### src/rtl/ex_mem_stage.sv
// rtl/ex_mem_stage.sv - EX/MEM pipeline register with branch resolution, redirect and forwarding
//
// Purpose: registers the ALU result and memory/writeback control for MEM,
// resolves conditional branches from the ALU flags and operand sign bits,
// raises a single-cycle PC redirect for taken branches/jumps, squashes the
// wrong-path instruction arriving from EX, and exports forwarding data.
//
// Ports:
//   clk, rst               clock, synchronous active-high reset
//   ex_*                   instruction, flags and control arriving from EX
//   mem_stall              hold every register (data memory not ready)
//   mem_*                  registered MEM-stage instruction state
//   redirect, redirect_pc  one-cycle PC redirect / upstream flush and target
//   fwd_en, fwd_rd, fwd_data  forwarding source back to EX

module ex_mem_stage #(
   parameter int XLEN  = 32,
   parameter int RADDR = 5
) (
   input  logic             clk,
   input  logic             rst,
   input  logic             ex_valid,
   input  logic [XLEN-1:0]  ex_alu_out,
   input  logic             ex_zero,
   input  logic             ex_negativo,
   input  logic             ex_a_msb,
   input  logic             ex_b_msb,
   input  logic [XLEN-1:0]  ex_rs2_data,
   input  logic [RADDR-1:0] ex_rd,
   input  logic [2:0]       ex_ctrl,
   input  logic             ex_branch,
   input  logic             ex_jump,
   input  logic [2:0]       ex_funct3,
   input  logic [XLEN-1:0]  ex_target,
   input  logic [XLEN-1:0]  ex_link,
   input  logic             mem_stall,
   output logic             mem_valid,
   output logic [XLEN-1:0]  mem_result,
   output logic [XLEN-1:0]  mem_rs2_data,
   output logic [RADDR-1:0] mem_rd,
   output logic [2:0]       mem_ctrl,
   output logic [2:0]       mem_funct3,
   output logic             redirect,
   output logic [XLEN-1:0]  redirect_pc,
   output logic             fwd_en,
   output logic [RADDR-1:0] fwd_rd,
   output logic [XLEN-1:0]  fwd_data
);

   logic slt;
   logic ult;
   logic cond;
   logic taken;
   logic squash;
   logic valid_next;
   logic taken_q;
   logic redir_done;

   // Compare results derived from the subtract result and operand signs.
   // When the signs differ the subtraction may overflow, so the answer comes
   // straight from the sign bits instead of the (possibly wrapped) result.
   always_comb begin
      slt = (ex_a_msb ^ ex_b_msb) ? ex_a_msb : ex_negativo;
      ult = (ex_a_msb ^ ex_b_msb) ? ex_b_msb : ex_negativo;
      cond = 1'b0;
      case (ex_funct3)
         3'b000:  cond = ex_zero;
         3'b001:  cond = ~ex_zero;
         3'b100:  cond = slt;
         3'b101:  cond = ~slt;
         3'b110:  cond = ult;
         3'b111:  cond = ~ult;
         default: cond = 1'b0;
      endcase
   end

   // Jump takes precedence: it is taken whatever cond says.
   assign taken      = ex_valid & (ex_jump | (ex_branch & cond));
   // A taken instruction sitting in MEM means the EX occupant is wrong-path.
   assign squash     = mem_valid & taken_q;
   assign valid_next = ex_valid & ~squash;

   // redir_done masks the redirect for the remaining cycles of a stall so
   // the fetch unit sees exactly one pulse per taken instruction.
   assign redirect = mem_valid & taken_q & ~redir_done;

   // Loads have no data yet at this stage, so they never forward.
   assign fwd_en   = mem_valid & mem_ctrl[2] & (mem_rd != '0) & ~mem_ctrl[1];
   assign fwd_rd   = mem_rd;
   assign fwd_data = mem_result;

   always_ff @(posedge clk) begin
      if (rst) begin
         mem_valid    <= 1'b0;
         mem_result   <= '0;
         mem_rs2_data <= '0;
         mem_rd       <= '0;
         mem_ctrl     <= 3'b000;
         mem_funct3   <= 3'b000;
         redirect_pc  <= '0;
         taken_q      <= 1'b0;
         redir_done   <= 1'b0;
      end else if (mem_stall) begin
         if (redirect) begin
            redir_done <= 1'b1;
         end
      end else begin
         mem_valid    <= valid_next;
         mem_ctrl     <= valid_next ? ex_ctrl : 3'b000;
         taken_q      <= taken & ~squash;
         mem_result   <= ex_jump ? ex_link : ex_alu_out;
         mem_rs2_data <= ex_rs2_data;
         mem_rd       <= ex_rd;
         mem_funct3   <= ex_funct3;
         redirect_pc  <= ex_target;
         redir_done   <= 1'b0;
      end
   end

endmodule

### config.mk
export PLATFORM = sky130hd
export DESIGN_NAME = ex_mem_stage
export DESIGN_NICKNAME = d
export VERILOG_FILES = /design/src/rtl/ex_mem_stage.sv
export SDC_FILE = /design/constraint.sdc
export NUM_CORES = 1
export LEC_CHECK = 0
export CORE_MARGIN = 2
export CORE_UTILIZATION = 39
export CTS_CLUSTER_SIZE = 30
export DETAILED_ROUTE_END_ITERATION = 8
export GPL_ROUTABILITY_DRIVEN = 0
export HOLD_SLACK_MARGIN = 0.05
export PLACE_DENSITY = 0.84
export SLEW_MARGIN = 25
export SYNTH_ARGS = -nofsm -noshare
export SYNTH_HDL_FRONTEND = slang
export SYNTH_SLANG_ARGS = --single-unit
### constraint.sdc
create_clock -name clk -period 2.85 [get_ports clk]
set_input_delay 0.4275 -clock clk [delete_from_list [all_inputs] [get_ports clk]]
set_output_delay 0.4275 -clock clk [all_outputs]
set_load 0.02 [all_outputs]
-- Word level (Yosys, flattened, before mapping)
Cells that the tools add are included.
- flip-flop bits (word level): 110
- bits in latches: 0
- RAM bits: 0
- bits in read-only memories: 0
- output and inout port bits: 147
- word-level logic and storage cells: 40
- memories kept: 0
- $add $sub $neg: 0
- multiply operators: 0
- div/mod/pow operators: 0
- order comparisons: 0
- eq/ne operators: 5
- shift-type cells: 0
- mux-type cells: 5
- bitwise gates (word level): 18
- reductions and logical operators: 3
- operators with widths (cell ; count):
    two-way mux 32 bit ; 1
    equality test 3 bit (second input constant) ; 4
    bitwise AND 1 bit ; 9
    NOT 1 bit ; 7
    one-hot mux 1 bit (6 select lines) ; 1
    nonzero test 5 bit ; 1
    equality test 3 x 1 -> 1 bit (second input constant) ; 1
    logical NOT 3 bit ; 1
    two-way mux 3 bit ; 1
    two-way mux 1 bit ; 2
    OR reduction 2 bit ; 1
    OR 1 bit ; 1
    bitwise XOR 1 bit ; 1

-- Logic depth before layout (Yosys ltp)
Gate-level depths: netlist of run 1.
- depth in word-level cells: 8
- depth in mapped cells: 6
- depth with buffers taken out: 5

-- Worst setup path before layout of run 1
No wires, ideal clock.
- kind: register -> output
- start point: reg mem_rd[1], in the netlist fwd_rd[1]
- end point: out fwd_en
- arrival: 1.135 ns
- setup slack: 1.288 ns
- cell stages (with the launch flop): 4
- path through: dfxtp_1 -> or4_1 -> nor2_1 -> nor3_1
- longest elaborated chain between the ends: 3
- ends and longest elaborated chain (item ; line ; RTL):
    start, declared ; 40 ; output logic [RADDR-1:0] mem_rd,
    start signal, assigned ; 113 ; mem_rd <= ex_rd;
    nonzero test 5 bit ; 88 ; assign fwd_en = mem_valid & mem_ctrl[2] & (mem_rd != '0) & ~mem_ctrl[1];
    bitwise AND 1 bit (2 in series) ; 88 ;
    end, declared ; 45 ; output logic fwd_en,
No other way between the ends.

-- Worst setup path after layout of run 1
- start point: reg mem_rd[0], in the netlist fwd_rd[0]
- end point: out fwd_en
Same word-level chain as after synthesis.

==> results.toml, run 1 <==
[outcome]
run_status = "finished, final reports clean"

[timing]
maxSlewViolCount = 0
layout_worst_path_cycle_share_pct = 83.02
max_slew_margin_pct = 58.41
worst_pin_slew_ns = 0.6238
rsz0062_at_grt = "no"
timing.clock.skew_ns = 0.001525
number_of_failing_hold_endpoints_at_the_final_stage = 0
fin_setup_tns_ns = 0
achievable-frequency_mhz = 422.6
post_route_minimum_period_ns = 2.366
setup-violations-final = 0

[setup_path]
criticalPathCategory = "reg2out"
cp_data_arrival_time_ns = 1.94
cp_data_required_time_ns = 2.42
category_of_the_worst_setup_path_capture_point = "output pin"
crit_path_max_fanout = 4
critPathLaunchType = "flip-flop"

[grt]
first_global_vias = 4148
pin_count_of_the_biggest_net_entering_global_routing = 63
globalRouteOverflowTotal = 0
global_route_wire_length_before_repair_microns = 20320
antenna_found_initial = 0
groute.usage.overall_pct = 19.48

[cells_and_area]
final_cells = 878
nNetsFinal = 875
mostFrequentLayoutCell = "clkdlybuf4s50_1"
mostFrequentLayoutCells = "clkdlybuf4s50_1 (292), nor2_1 (139), dfxtp_1 (110)"
flow.area_growth_from_synthesis_pct = 59.76
antenna_cells_inserted = 0
filler_cell_count = 988
fraction_of_final_layout_cells_with_drive_strength_greater_than_1_pct = 3.967
layout.core_utilization_pct = 63.67

[routing]
num_vias = 4157
drt_first_iter_violations = 165
finalWirelength_microns = 13500
ant_nets = 0
drt_drc_violations_left = 0
detail_route.wl_per_cell_microns = 15.38
post_drt_via_cell_ratio = 4.735
drt-pass1-iter-count = 4

[clock_network]
level_count_of_the_clock_h_tree = 3
cts_max_path_buffers = 2
cts_buffers = 9
tritoncts = "built"
postCtsSetupRepairBufs = 0
post_cts_hold_buffer_count = 0
clockRootBuffer = "clkbuf_16"
cts_repair_resize_count = 0
clock_latency_late_sink_ns = 0.34
cts.sink_count = 110
cts_clock_pin_slew_for_the_worst_setup_and_hold_paths_ns = 0.07

[placed_design]
portBuffers = 295
detailedPlacementHpwl_microns = 10610
numPlacedInstances = 862

[floorplan]
fp.coreArea_sq_mm = 0.01196
die_h_microns = 114.6
rows = 40
die-area_sq_mm = 0.01312
die_width_microns = 114.6
initial_core_utilization_pct = 39.85
top_level_ports = 296

[synthesis]
syn_nets = 632
post_synth_num_cell_types = 30
ys_seq_elements = 110
synth_top_area_share_pct = 46.19
synth_sequential_area_ratio_pct = 46.19
mean_post_synth_cell_area_sq_um = 9.870
synth_top_cells_by_area = "dfxtp_1 (46%), mux2i_1 (22%), nor2_1 (11%)"
netlist_area_sq_mm = 0.004767
synthCells = 483
synth.yosys.warnings = 0
synth_largest_area_cell = "dfxtp_1"

[flow_run]
max_capacitance_violation_total = 0

[power_and_ir_drop]
vdd_drop_max_uv = 317.7
power.static_leakage_nw = 3.183
power_density_mw_per_mm2 = 504.6

[worst_hold_path]
worst_hold_path_type = "reg2reg"
critical path, stage by stage, from the launching register on:
cell,delay (ns)
dfxtp_1,0.34
or4_1,0.54
nor2_1,0.12
nor3_1,0.06
clkdlybuf4s50_1,0.54
path summary, 6_finish.rpt:
kind | startpoint | endpoint | depth (start not counted) | slack [ns]
setup / recovery | fwd_rd[0] | fwd_en | 4 | 0.48
hold / removal | mem_ctrl[0] | mem_ctrl[0] | 1 | 0.49
setup reg to reg | mem_valid | taken_q | 5 | 1.68
hold reg to reg | mem_ctrl[0] | mem_ctrl[0] | 1 | 0.49
cell type report:
type | instances | area, sq um | share of cell area [%]
Sequential cell | 110 | 2202 | 28.91
Inverter | 1 | 3.754 | 0.04929
Multi-Input combinational cell | 303 | 1914 | 25.14
Timing Repair Buffer | 301 | 3004 | 39.44
Tap cell | 147 | 183.9 | 2.415
Clock inverter | 6 | 68.82 | 0.9036
Clock buffer | 10 | 239.0 | 3.138
per-layer routing:
metal	wire [microns]	share of wire (%)	global-route usage, %
met4	413	3.1	8.618
met5	0	0	0
met3	1345	10	6.511
met2	7045	52	36.33
met1	4699	35	19.53
flip-flops by register name, indices dropped and copies added, names as in the netlist:
name and flops:
mem_ctrl 3, taken_q 1, fwd_data 32, redirect_pc 32, redir_done 1, mem_valid 1, mem_rs2_data 32, fwd_rd 5
mem_funct3 3
kinds of logic after synthesis:
logic type / after synthesis / share of synthesized area (%)
AOI/OAI and AO/OA: 44 / 5.092
xor gates and xnor gates: 2 / 0.3675
buffers and inverters: 70 / 13.65
DFF: 110 / 46.19
muxes: 104 / 21.84
and+or+nand+nor: 153 / 12.86
power by group:
part	internal [mW]	switching, mW
Sequential	1.63	0.0585
Clock	0.710	0.565
Combinational	0.490	0.390
cells in the mapped netlist:
cell / instances
nor3_1: 1
dfxtp_1: 110
nor3b_2: 1
and2_1: 1
clkbuf_1: 5
nand2_2: 1
buf_6: 6
o21ai_1: 1
nor2b_1: 2
nand2b_1: 1
a21oi_1: 35
buf_2: 8
a21o_1: 1
nand2_1: 3
xor2_1: 1
nor2b_2: 1
nor2_1: 139
buf_4: 38
or4_1: 1
a22o_1: 4
buf_8: 1
buf_12: 11
o21ai_0: 1
nor3_2: 1
inv_1: 1
xnor2_1: 1
mux2i_1: 104
o22ai_1: 1
o32ai_1: 1
nand3_1: 1
stage by stage:
stage	hold WS (ns)	cell area, sq um	setup slack, ns	total power [mW]
detailed placement	0.4781	7308	0.8217	2.608
global placement	0.4696	7308	0.8609	2.587
floorplan	0.4591	4767	1.288	2.189
finish	0.4868	7616	0.4839	3.843
global route	0.5290	7616	0.3926	4.006
CTS	0.4941	7616	0.4472	3.885
No activity file was read; power rests on OpenSTA's default activity.
==> run 2, diff against run 1 <==
--- a/config.mk
+++ b/config.mk
@@ -6,12 +6,12 @@
 export NUM_CORES = 1
 export LEC_CHECK = 0
 export CORE_MARGIN = 2
-export CORE_UTILIZATION = 39
+export CORE_UTILIZATION = 34
 export CTS_CLUSTER_SIZE = 30
 export DETAILED_ROUTE_END_ITERATION = 8
 export GPL_ROUTABILITY_DRIVEN = 0
 export HOLD_SLACK_MARGIN = 0.05
-export PLACE_DENSITY = 0.84
+export PLACE_DENSITY = 0.78
 export SLEW_MARGIN = 25
 export SYNTH_ARGS = -nofsm -noshare
 export SYNTH_HDL_FRONTEND = slang
==> constraint.sdc (replaced) <==
create_clock -name clk -period 1.9 [get_ports clk]
set_input_delay 0.285 -clock clk [delete_from_list [all_inputs] [get_ports clk]]
set_output_delay 0.285 -clock clk [all_outputs]
set_load 0.02 [all_outputs]
==> run 2 against run 1 <==
  * Worst setup slack got worse by 0.34 ns
  * Wire length increased by 2.8%
  * Critical endpoint unchanged
  * Largest cell class unchanged
  * Critical path depth unchanged
==> results.toml, run 2 (synthesized netlist as in run 1, its figures left out) <==
[outcome]
run_status = "finished, final reports clean"

[power_and_ir_drop]
power_frac_clock_pct = 31.2
power_switching_mw = 1.511
p_int_mw = 4.119
power_density_mw_per_mm2 = 731.7
total_power_mw = 5.630
netSwitchingFraction_pct = 26.84
power.static_leakage_nw = 3.236
vdd_drop_max_uv = 377.8
power.share.combinational_pct = 23.8
reg_power_share_pct = 45.0

[timing]
post_route_minimum_period_ns = 1.752
maxSlewViolCount = 0
max_slew_margin_pct = 69.89
achievable-frequency_mhz = 570.6
fin_setup_tns_ns = 0
layout_worst_path_cycle_share_pct = 92.23
setup-violations-final = 0
timing.clock.skew_ns = 0.008278
worst_pin_slew_ns = 0.4517
rsz0062_at_grt = "no"
number_of_failing_hold_endpoints_at_the_final_stage = 0

[setup_path]
criticalPathCategory = "reg2out"
cp_data_required_time_ns = 1.62
crit_path_max_fanout = 2
category_of_the_worst_setup_path_capture_point = "output pin"
critPathLaunchType = "flip-flop"
cp_data_arrival_time_ns = 1.47

[cells_and_area]
fraction_of_final_layout_cells_with_drive_strength_greater_than_1_pct = 4.749
flow.area_growth_from_synthesis_pct = 61.42
finalInstanceArea_sq_mm = 0.007695
mostFrequentLayoutCell = "clkdlybuf4s50_1"
mostFrequentLayoutCells = "clkdlybuf4s50_1 (290), nor2_1 (139), dfxtp_1 (110)"
nNetsFinal = 881
antenna_cells_inserted = 0

[routing]
ant_nets = 0
drt_drc_violations_left = 0
detail_route.wl_per_cell_microns = 15.14
drt-pass1-iter-count = 5
post_drt_via_cell_ratio = 4.576
finalWirelength_microns = 13890
num_vias = 4196
drt_first_iter_violations = 121

[placed_design]
detailedPlacementHpwl_microns = 10920
placedInstanceArea_sq_mm = 0.007420
portBuffers = 295

[clock_network]
post_cts_hold_buffer_count = 0
cts_buffers = 9
level_count_of_the_clock_h_tree = 3
clock_latency_late_sink_ns = 0.34
tritoncts = "built"
cts.sink_count = 110
clockRootBuffer = "clkbuf_16"
cts_clock_pin_slew_for_the_worst_setup_and_hold_paths_ns = 0.08
cts_max_path_buffers = 2
postCtsSetupRepairBufs = 0

[grt]
first_global_vias = 4252
pin_count_of_the_biggest_net_entering_global_routing = 55
global_route_wire_length_before_repair_microns = 20900
groute.usage.overall_pct = 17.86
antenna_found_initial = 0
globalRouteOverflowTotal = 0

[floorplan]
die_width_microns = 122.4
initial_core_utilization_pct = 34.61
top_level_ports = 296
rows = 43
fp.coreArea_sq_mm = 0.01377
die_h_microns = 122.4
die-area_sq_mm = 0.01498

[flow_run]
max_capacitance_violation_total = 0

[worst_hold_path]
worst_hold_path_type = "in2reg"
## run 2: power by group through the flow
stage | clock network [mW] | registers [mW] | logic, mW
after floorplan | 0 | 2.74 | 0.544
after global placement | 0 | 2.58 | 1.32
after detailed placement | 0 | 2.59 | 1.35
after CTS | 1.82 | 2.53 | 1.36
after global routing | 1.91 | 2.55 | 1.43
final | 1.76 | 2.53 | 1.34
## run 2: metal layers
metal	GRT usage, %	share of wire [%]	vias to the layer above
met3	5.437	8.3	35
met5	0	0	-
li1	-	-	2056
met1	18.36	37	1926
met4	8.333	3.1	0
met2	32.92	51	179
## run 2: worst paths after layout
| path | startpoint | slack (ns) | to | cells after the start |
|---|---|---|---|---|
| worst max-delay path | fwd_rd[0] | 0.15 | fwd_en | 4 |
| worst max register to register | mem_valid | 0.78 | taken_q | 5 |
| worst min register to register | mem_ctrl[0] | 0.49 | mem_ctrl[0] | 1 |
| worst min-delay path | rst | 0.31 | mem_rs2_data[20] | 2 |
## run 2: final cells by class
class                   instances  area [sq um]
repair buffers                307          3072
fillers                      1237          6078
inverters                       1         3.754
clock buffers                  11         242.7
clock inverters                 5         35.03
flip-flops and latches        110          2202
multi-input cells             303          1914
well taps                     180         225.2
## run 2: stage by stage
stage,utilization (%),setup WS [ns],instances,hold WS (ns)
after floorplan,-,0.4800,483,0.4107
after global placement,53.87,0.07824,901,0.4723
after detailed placement,53.87,0.1031,901,0.4797
after CTS,55.90,0.001362,917,0.3063
after global routing,55.87,0.06282,917,0.3208
final,55.87,0.1476,917,0.3145
## run 2: worst max-delay path, cell delays in order (launching register included)
cell	delay (ns)
dfxtp_1	0.31
or4_1	0.51
nor2_1	0.10
nor3_1	0.05
buf_2	0.16
## run 2: what timing repair did
action / CTS / global route
resized for setup: 4 / 2
cloned: 0 / 0
setup endpoints to repair: 1 / 2
endpoints found under the hold margin: 0 / 0
==> run 3, diff against run 2 <==
--- a/config.mk
+++ b/config.mk
@@ -5,6 +5,7 @@
 export SDC_FILE = /design/constraint.sdc
 export NUM_CORES = 1
 export LEC_CHECK = 0
+export CAP_MARGIN = 20
 export CORE_MARGIN = 2
 export CORE_UTILIZATION = 34
 export CTS_CLUSTER_SIZE = 30
==> results of run 3 <==
The final DEF is identical to that of run 2; final timing and power are the same.
